<file path="src/rtl/cube_gen_if.sv">
// Operand/result bundle for the pipelined cube generator.
// The master drives operands; the slave (cube_gen) returns results.
interface cube_gen_if #(
    parameter int N = 4
);
    logic           in_valid;
    logic [N-1:0]   num;
    logic           out_valid;
    logic [2*N-1:0] out;
    logic           ovf;

    modport master (
        output in_valid,
        output num,
        input  out_valid,
        input  out,
        input  ovf
    );

    modport slave (
        input  in_valid,
        input  num,
        output out_valid,
        output out,
        output ovf
    );
endinterface

</file>
<file path="src/rtl/cube_gen.sv">
// Two-stage pipelined unsigned cube generator: square, then square*num.
// Results wider than 2N bits are flagged and either wrapped or saturated.
module cube_gen #(
    parameter int N        = 4,
    parameter int SATURATE = 0
) (
    input  logic       clk,
    input  logic       rst,
    cube_gen_if.slave  bus
);
    localparam int W2 = 2 * N;
    localparam int W3 = 3 * N;
    localparam bit SAT = (SATURATE != 0);

    logic          r_v1;
    logic [W2-1:0] r_sq;
    logic [N-1:0]  r_num;

    logic          r_out_valid;
    logic [W2-1:0] r_out;
    logic          r_ovf;

    logic [W2-1:0] w_sq;
    logic [W3-1:0] w_full;
    logic          w_ovf;
    logic [W2-1:0] w_res;

    assign w_sq   = {{N{1'b0}}, bus.num} * {{N{1'b0}}, bus.num};
    assign w_full = {{N{1'b0}}, r_sq} * {{W2{1'b0}}, r_num};
    assign w_ovf  = |w_full[W3-1:W2];
    assign w_res  = (SAT && w_ovf) ? {W2{1'b1}} : w_full[W2-1:0];

    // Stage 1: operand data only moves on a valid beat
    always_ff @(posedge clk or posedge rst) begin
        if (rst) begin
            r_v1  <= 1'b0;
            r_sq  <= '0;
            r_num <= '0;
        end else begin
            r_v1 <= bus.in_valid;
            if (bus.in_valid) begin
                r_sq  <= w_sq;
                r_num <= bus.num;
            end
        end
    end

    // Stage 2: result holds its last value across bubbles
    always_ff @(posedge clk or posedge rst) begin
        if (rst) begin
            r_out_valid <= 1'b0;
            r_out       <= '0;
            r_ovf       <= 1'b0;
        end else begin
            r_out_valid <= r_v1;
            if (r_v1) begin
                r_out <= w_res;
                r_ovf <= w_ovf;
            end
        end
    end

    assign bus.out_valid = r_out_valid;
    assign bus.out       = r_out;
    assign bus.ovf       = r_ovf;
endmodule

</file>
<file path="src/flat_wrapper.sv">
// flat-port wrapper written by rule: the top's interface ports become plain ports
module cube_gen_flat 
#(
    parameter int N        = 4,
    parameter int SATURATE = 0
)
  (clk, rst, bus_in_valid, bus_num, bus_out_valid, bus_out, bus_ovf);
  cube_gen_if #(.N(N)) bus_i ();
  input  logic clk;
  input  logic rst;
  input wire logic [$bits(bus_i.in_valid)-1:0] bus_in_valid;
  input wire logic [$bits(bus_i.num)-1:0] bus_num;
  output wire logic [$bits(bus_i.out_valid)-1:0] bus_out_valid;
  output wire logic [$bits(bus_i.out)-1:0] bus_out;
  output wire logic [$bits(bus_i.ovf)-1:0] bus_ovf;
  assign bus_i.in_valid = bus_in_valid;
  assign bus_i.num = bus_num;
  assign bus_out_valid = bus_i.out_valid;
  assign bus_out = bus_i.out;
  assign bus_ovf = bus_i.ovf;
  cube_gen #(.N(N), .SATURATE(SATURATE)) u_core (.clk(clk), .rst(rst), .bus(bus_i));
endmodule
</file>
<file path="config.mk">
export PLATFORM = sky130hd
export DESIGN_NAME = cube_gen_flat
export DESIGN_NICKNAME = d
export VERILOG_FILES = /design/src/rtl/cube_gen_if.sv /design/src/rtl/cube_gen.sv /design/src/flat_wrapper.sv
export SDC_FILE = /design/constraint.sdc
export NUM_CORES = 1
export LEC_CHECK = 0
export CORE_MARGIN = 10
export CORE_UTILIZATION = 55
export CTS_BUF_LIST = sky130_fd_sc_hd__clkbuf_4 sky130_fd_sc_hd__clkbuf_8
export DETAILED_ROUTE_END_ITERATION = 16
export GPL_ROUTABILITY_DRIVEN = 1
export PLACE_DENSITY = 0.86
export SETUP_SLACK_MARGIN = 0.1
export SLEW_MARGIN = 20
export SYNTH_ARGS = -nofsm -noshare
export SYNTH_HDL_FRONTEND = slang
export SYNTH_SLANG_ARGS = --single-unit
</file>
<file path="constraint.sdc">
create_clock -name clk -period 7.9 [get_ports clk]
set_clock_uncertainty 0.1 [all_clocks]
set_input_delay 1.58 -clock clk [delete_from_list [all_inputs] [get_ports clk]]
set_output_delay 1.58 -clock clk [all_outputs]
set_load 0.01 [all_outputs]
</file>
Word level (Yosys, flattened, before mapping)
Index checks and enable logic that the tools add are counted.

word-level totals
  bits in registers = 23
  input bits = 7
  output and inout port bits = 10
  logic and storage cells = 9

operators by class
  multipliers = 2
  reduce and logical (&&, ||, !) cells = 1

operators with widths
  operator          count
  $mul A8 B4 Y12    1
  $mul A4 B4 Y8     1
  $reduce_or A4 Y1  1

Logic depth before layout (Yosys ltp)
Gate-level depths: netlist of run 1.

  depth after elaboration = 2
  mapped depth = 12
  gate-level depth less buffers = 11

Least setup slack after synthesis of run 1
Ideal clock, no wire load.

  path kind = input to register
  start point = input port bus_num[2]
  end point = register u_core.r_sq[6]
  library setup time = 0.125 ns
  data arrival time = 2.959 ns
  required time = 7.675 ns
  slack = 4.716 ns
  stages on the path = 7
  buffers on the path = 0
  path through = nor2b_1 > and2_1 > fa_1 > a21o_1 > a21oi_1 > xnor2_1 > mux2_2

between the ends
  word-level cells in the longest chain between the ends = 1

RTL lines
  element               line                RTL
  start, declared       flat_wrapper.sv:12  input wire logic [$bits(bus_i.num)-1:0] bus_num;
  $mul A4 B4 Y8         cube_gen.sv:28      assign w_sq = {{N{1'b0}}, bus.num} * {{N{1'b0}}, bus.num};
  end signal, assigned  cube_gen.sv:42      r_sq <= w_sq;
  end, declared         cube_gen.sv:16      logic [W2-1:0] r_sq;

No other way between the ends.
A chain may end at the register's enable or synchronous reset.

Worst setup path in the final report of run 1
  start point = input port bus_num[1]
  end point = register u_core.r_sq[6]

The elaborated chain is that of the path after synthesis.

==> results of run 1 <==
metal layers:
layer / wire [um] / track usage / vias to the layer above
li1: - / - / 601
met1: 1420 / 0.127 / 621
met2: 1680 / 0.204 / 16
met3: 106 / 0.0212 / 5
met4: 53 / 0.0502 / 0
met5: 0 / 0 / -
final timing paths:
path	slack [ps]	startpoint	end	cells past startpoint
max	4440	bus_num[1]	u_core.r_sq[6]	8
min	430	u_core.bus.out[6]	u_core.bus.out[6]	1
max reg2reg	4540	u_core.r_num[3]	u_core.bus.ovf	11
min reg2reg	430	u_core.bus.out[6]	u_core.bus.out[6]	1
max in group asynchronous	5620	rst	u_core.bus.out[5]	2
min in group asynchronous	1590	rst	u_core.r_sq[4]	2
registers in the layout (all words and copies together), names as in the netlist:
name and count:
u_core.bus.out 8, u_core.r_sq 6, u_core.r_num 4, u_core.bus.out_valid 1
u_core.bus.ovf 1, u_core.r_v1 1
layout by cell type, fill, tap and decap left out, types with 3 or more instances in the layout:
master	count
xnor2_1	7
nand2_1	15
dfrtp_1	21
a21o_1	3
o21ai_0	6
mux2_2	13
and2_1	18
inv_1	20
clkbuf_4	3
a21oi_1	5
ha_1	19
xor2_1	4
a21oi_2	3
nor2_1	4
fa_1	11
clkdlybuf4s50_1	16
layout make-up:
type | count | area share
Timing Repair Buffer | 16 | 0.0810
Tap cell | 44 | 0.0278
Clock buffer | 3 | 0.0114
Multi-Input combinational cell | 128 | 0.574
Inverter | 20 | 0.0380
Clock inverter | 1 | 0.00253
Sequential cell | 21 | 0.266
synthesized netlist by cell type (4+ instances only):
cell type / count
ha_1: 19
dfrtp_1: 21
nand2_1: 15
mux2_2: 13
xor2_1: 4
fa_1: 11
o21ai_0: 6
a21oi_1: 5
inv_1: 20
and2_1: 18
xnor2_1: 7
nor2_1: 4
cell families (layout without fill, tap and decap cells):
group	after synthesis	count (layout)	share of synthesized area
other	1	2	0.00215
XOR/XNOR	11	11	0.0553
adder cells (fa/ha/maj)	30	30	0.263
AO/OA/AOI/OAI	25	25	0.104
multiplexers	13	13	0.0840
AND/OR/NAND/NOR	47	47	0.141
buffers and inverters	23	40	0.0495
flip-flops	21	21	0.302
power by group through the flow:
stage	sequential [mW]	combinational [mW]	clock, mW
3_5_place_dp	0.153	0.218	0
2_1_floorplan	0.156	0.145	0
3_3_place_gp	0.152	0.209	0
4_1_cts	0.151	0.221	0.0554
5_1_grt	0.154	0.243	0.0610
6_report	0.151	0.218	0.0563
critical path, delay by kind of cell:
kind,cells,cell delay (ps)
compound gates,2,370
buf+inv,1,570
simple gates,2,280
fa+ha+maj,1,430
mux,1,260
xor+xnor,1,90
through the flow:
stage / worst slack, ps / hold slack [ps] / util / power [mW]
floorplan: 4720 / 294 / - / 0.301
global placement: 4170 / 389 / 0.639 / 0.361
detailed placement: 4070 / 401 / 0.639 / 0.372
CTS: 4410 / 429 / 0.648 / 0.427
global route: 4330 / 441 / 0.648 / 0.459
finish: 4440 / 426 / 0.648 / 0.425
==> impl_metrics.toml, run 1 <==
[global_route]
antenna_found_initial = 0
gr-usage-all-layers = 0.114
grt_pass1_wl_um = 5670
overflow = 0
grt_pass1_vias = 1284
grt_max_degree = 22

[power_and_ir_drop]
peakVddDrop_uv = 91.7
power_frac_seq = 0.355
p_clk_frac = 0.132
power.density_nw_per_um2 = 215
p_leak_nw = 0.972
swShare = 0.382
p_switching_mw = 0.163
internal_power_mw = 0.263
p_comb_frac = 0.513

[logic_synthesis]
avgSynthCellArea_sq_um = 10.2
synth-seq-area-share = 0.302
synth_edf_count = 0
ys_top_cells_by_area = "dfrtp_1, ha_1, fa_1, mux2_2, and2_1"
synth.distinct_cells = 31
synth_flop_cell = "dfrtp_1"
synthArstFlopShare = 1.00
synth_top_cell_by_area = "dfrtp_1"
syn-cell-area_sq_um = 1740
yosysWarnings = 0
synth-seq-cells = 21
synthCells = 171
synth.top_cell.area_share = 0.302

[clock_tree]
cts_hold_buf = 0
cts-buffers-inserted = 3
cts_tree = "yes"
cts_max_level = 1
clk_pin_slew_ps = 130
cts_resized = 0
insertion_delay_ps = 320
postCtsSetupBuffers = 0
clk_path_buf_depth = 2
cts_root_buf = "clkbuf_4"
clock_sinks = 21

[detailed_routing]
wirelength_um = 3260
vias = 1243
first_pass_iters = 4
drc_errors = 0
avgViaCountPerCell = 5.33
ant_nets = 0
drt-initial-drc-count = 45
post_drt_wl_per_cell_um = 14.0

[timing]
max_freq_mhz = 289
relSlewSlack = 0.468
period_minus_slack_ps = 3460
setup_tns_ps = 0
hold_viol = 0
tightestPinTransition_ps = 797
slew_viol_final = 0
rsz0062_at_grt = "no"
setup_viol = 0
fin_crit_sh = 0.438

[layout]
regArea_sq_um = 526
postLayoutCellArea_sq_um = 1980
n_fill_cell = 247
fin_nets = 227
multi_input_area_sq_um = 1130
num_antenna_cells = 0
finalNonFillerCells = 233
drive_gt1_frac = 0.127
layout-area-overhead-vs-synth_pct = 13.5

[place]
placed_cell_area_sq_um = 1950
portBuffers = 16
dp.cells = 229
dp_hpwl_um = 2610
gp_congestion = 0.832

[critical_path]
worstSetupPathType = "input port to flop"
path_max_fanout = 7
critPathRequiredTime_ps = 8020
cp-end-kind = "flop"
arrival_ps = 3590
worst_path_max_delay_cell = "clkdlybuf4s50_1"
critPathLaunchType = "input port"
crit_path_cell_trace = "clkdlybuf4s50_1 > nor2b_1 > and2_1 > fa_1 > a21o_1 > a21oi_1 > xnor2_1 > mux2_2"
slowest_delay_ps = 570

[hold_path]
worstHoldPathType = "flop to flop"

[die]
die_h_um = 76.3
die-area_sq_um = 5820
row_count = 20
chipWidth_um = 76.3
core_sq_um = 3050
ios = 17
initial_core_util = 0.571

[run]
cap_violations = 0

[status]
status = "completed"
(Power assumes the default switching activity.)
==> inputs of run 2 (changes only) <==
clock period = 3.2 ns   (was 7.9 ns; I/O delays follow)
==> impl_metrics.toml, run 2 (synthesized netlist as in run 1, its figures left out) <==
[status]
status = "completed"

[layout]
final_cell_mix = "inv_1, dfrtp_1, ha_1, clkdlybuf4s50_1, and2_1"
fin_util = 0.695
fin_nets = 237
drive_gt1_frac = 0.226
largest_register_ffs = 8
layout-area-overhead-vs-synth_pct = 21.7
num_antenna_cells = 0
final_common_cell = "inv_1"
postLayoutCellArea_sq_um = 2120

[detailed_routing]
post_drt_wl_per_cell_um = 14.9
drt-initial-drc-count = 35
drc_errors = 0
avgViaCountPerCell = 5.29
wl_met1_um = 1460
first_pass_iters = 5
wirelength_um = 3620
route.met2.wl_um = 1920
met3_length_um = 132
vias = 1286
top_layer = "met4"
ant_nets = 0

[clock_tree]
clk_pin_slew_ps = 120
clk_path_buf_depth = 2
cts_max_level = 1
cts_root_buf = "clkbuf_4"
cts_tree = "yes"
clock_sinks = 21
insertion_delay_ps = 300
cts-buffers-inserted = 3

[place]
placed_cell_area_sq_um = 1990
portBuffers = 16
gp_congestion = 0.847
dp_hpwl_um = 2720

[die]
ios = 17
die_h_um = 76.3
die-area_sq_um = 5820
chipWidth_um = 76.3
initial_core_util = 0.571
row_count = 20
core_sq_um = 3050

[critical_path]
critPathLaunchType = "flop"
path_max_fanout = 5
worstSetupPathType = "flop to flop"
cp-end-kind = "flop"
arrival_ps = 3180
critPathRequiredTime_ps = 3290

[timing]
hold_viol = 0
rsz0062_at_grt = "yes"
setup_viol = 0
relSlewSlack = 0.462
max_freq_mhz = 323
tightestPinTransition_ps = 806
period_minus_slack_ps = 3090
fin_crit_sh = 0.967
slew_viol_final = 0

[global_route]
grt_pass1_vias = 1316
overflow = 0
grt_max_degree = 22
antenna_found_initial = 0
grt_pass1_wl_um = 6020
gr-usage-all-layers = 0.124

[power_and_ir_drop]
power.density_nw_per_um2 = 540
p_clk_frac = 0.115
swShare = 0.383
p_comb_frac = 0.561
peakVddDrop_uv = 228
power_frac_seq = 0.324
p_leak_nw = 1.02
internal_power_mw = 0.707
p_switching_mw = 0.439
finalPower_mw = 1.15

[run]
cap_violations = 0

[hold_path]
worstHoldPathType = "flop to flop"
run 2: changes by cell type in the layout (fill, tap and decap cells not counted), sizes merged:
cell	delta
buf	+10
run 2: worst paths after layout:
path	start	endpoint	slack (ps)	depth (start not counted)
setup / recovery	u_core.r_num[3]	u_core.bus.ovf	110	11
hold / removal	u_core.bus.out[6]	u_core.bus.out[6]	430	1
setup reg to reg	u_core.r_num[3]	u_core.bus.ovf	110	11
hold reg to reg	u_core.bus.out[6]	u_core.bus.out[6]	430	1
max in group asynchronous	rst	u_core.r_num[2]	1780	2
min in group asynchronous	rst	u_core.r_v1	670	2
run 2: cell type report:
class	count	area [sq um]
fill	220	932
tap	44	55.1
timing repair buffer	26	235
clock inverter	1	5.00
sequential	21	528
multi-input combinational	128	1200
inverter	20	75.1
clock buffer	3	22.5
run 2: through the flow:
stage	instances	TNS, ps	hold slack (ps)	setup WS, ps
floorplan	172	0	294	112
global placement	232	0	388	56.4
detailed placement	232	-71.1	409	-71.1
CTS	243	0	439	101
global route	243	0	447	15.0
finish	243	0	434	106
run 2: routing by layer:
metal  up-vias  global-route usage
met5         -                   0
met4         0              0.0576
met3        10              0.0224
met2        33               0.227
met1       622               0.133
li1        621                   -
run 2: power by group through the flow:
stage / Combinational, mW / Clock [mW] / Sequential, mW
after floorplan: 0.375 / 0 / 0.385
after global placement: 0.550 / 0 / 0.369
after detailed placement: 0.575 / 0 / 0.377
after CTS: 0.614 / 0.136 / 0.369
after global routing: 0.704 / 0.147 / 0.379
final: 0.642 / 0.132 / 0.371
run 2: repair_timing:
| item | in CTS | in global routing |
|---|---|---|
| gates resized for setup | 7 | 5 |
| pin swaps | 8 | 3 |
| setup endpoints to repair | 2 | 2 |
| setup buffers | 7 | 0 |
| hold buffers | 0 | 0 |
run 2: critical path: stages, from the launching register on:
cell and delay [ps]:
dfrtp_1 450, and2_4 180, fa_1 530, inv_1 60
fa_1 520, inv_1 60, ha_4 260, o211ai_1 200
o21ai_2 100, o31ai_2 210, xor2_1 180, a41oi_1 130
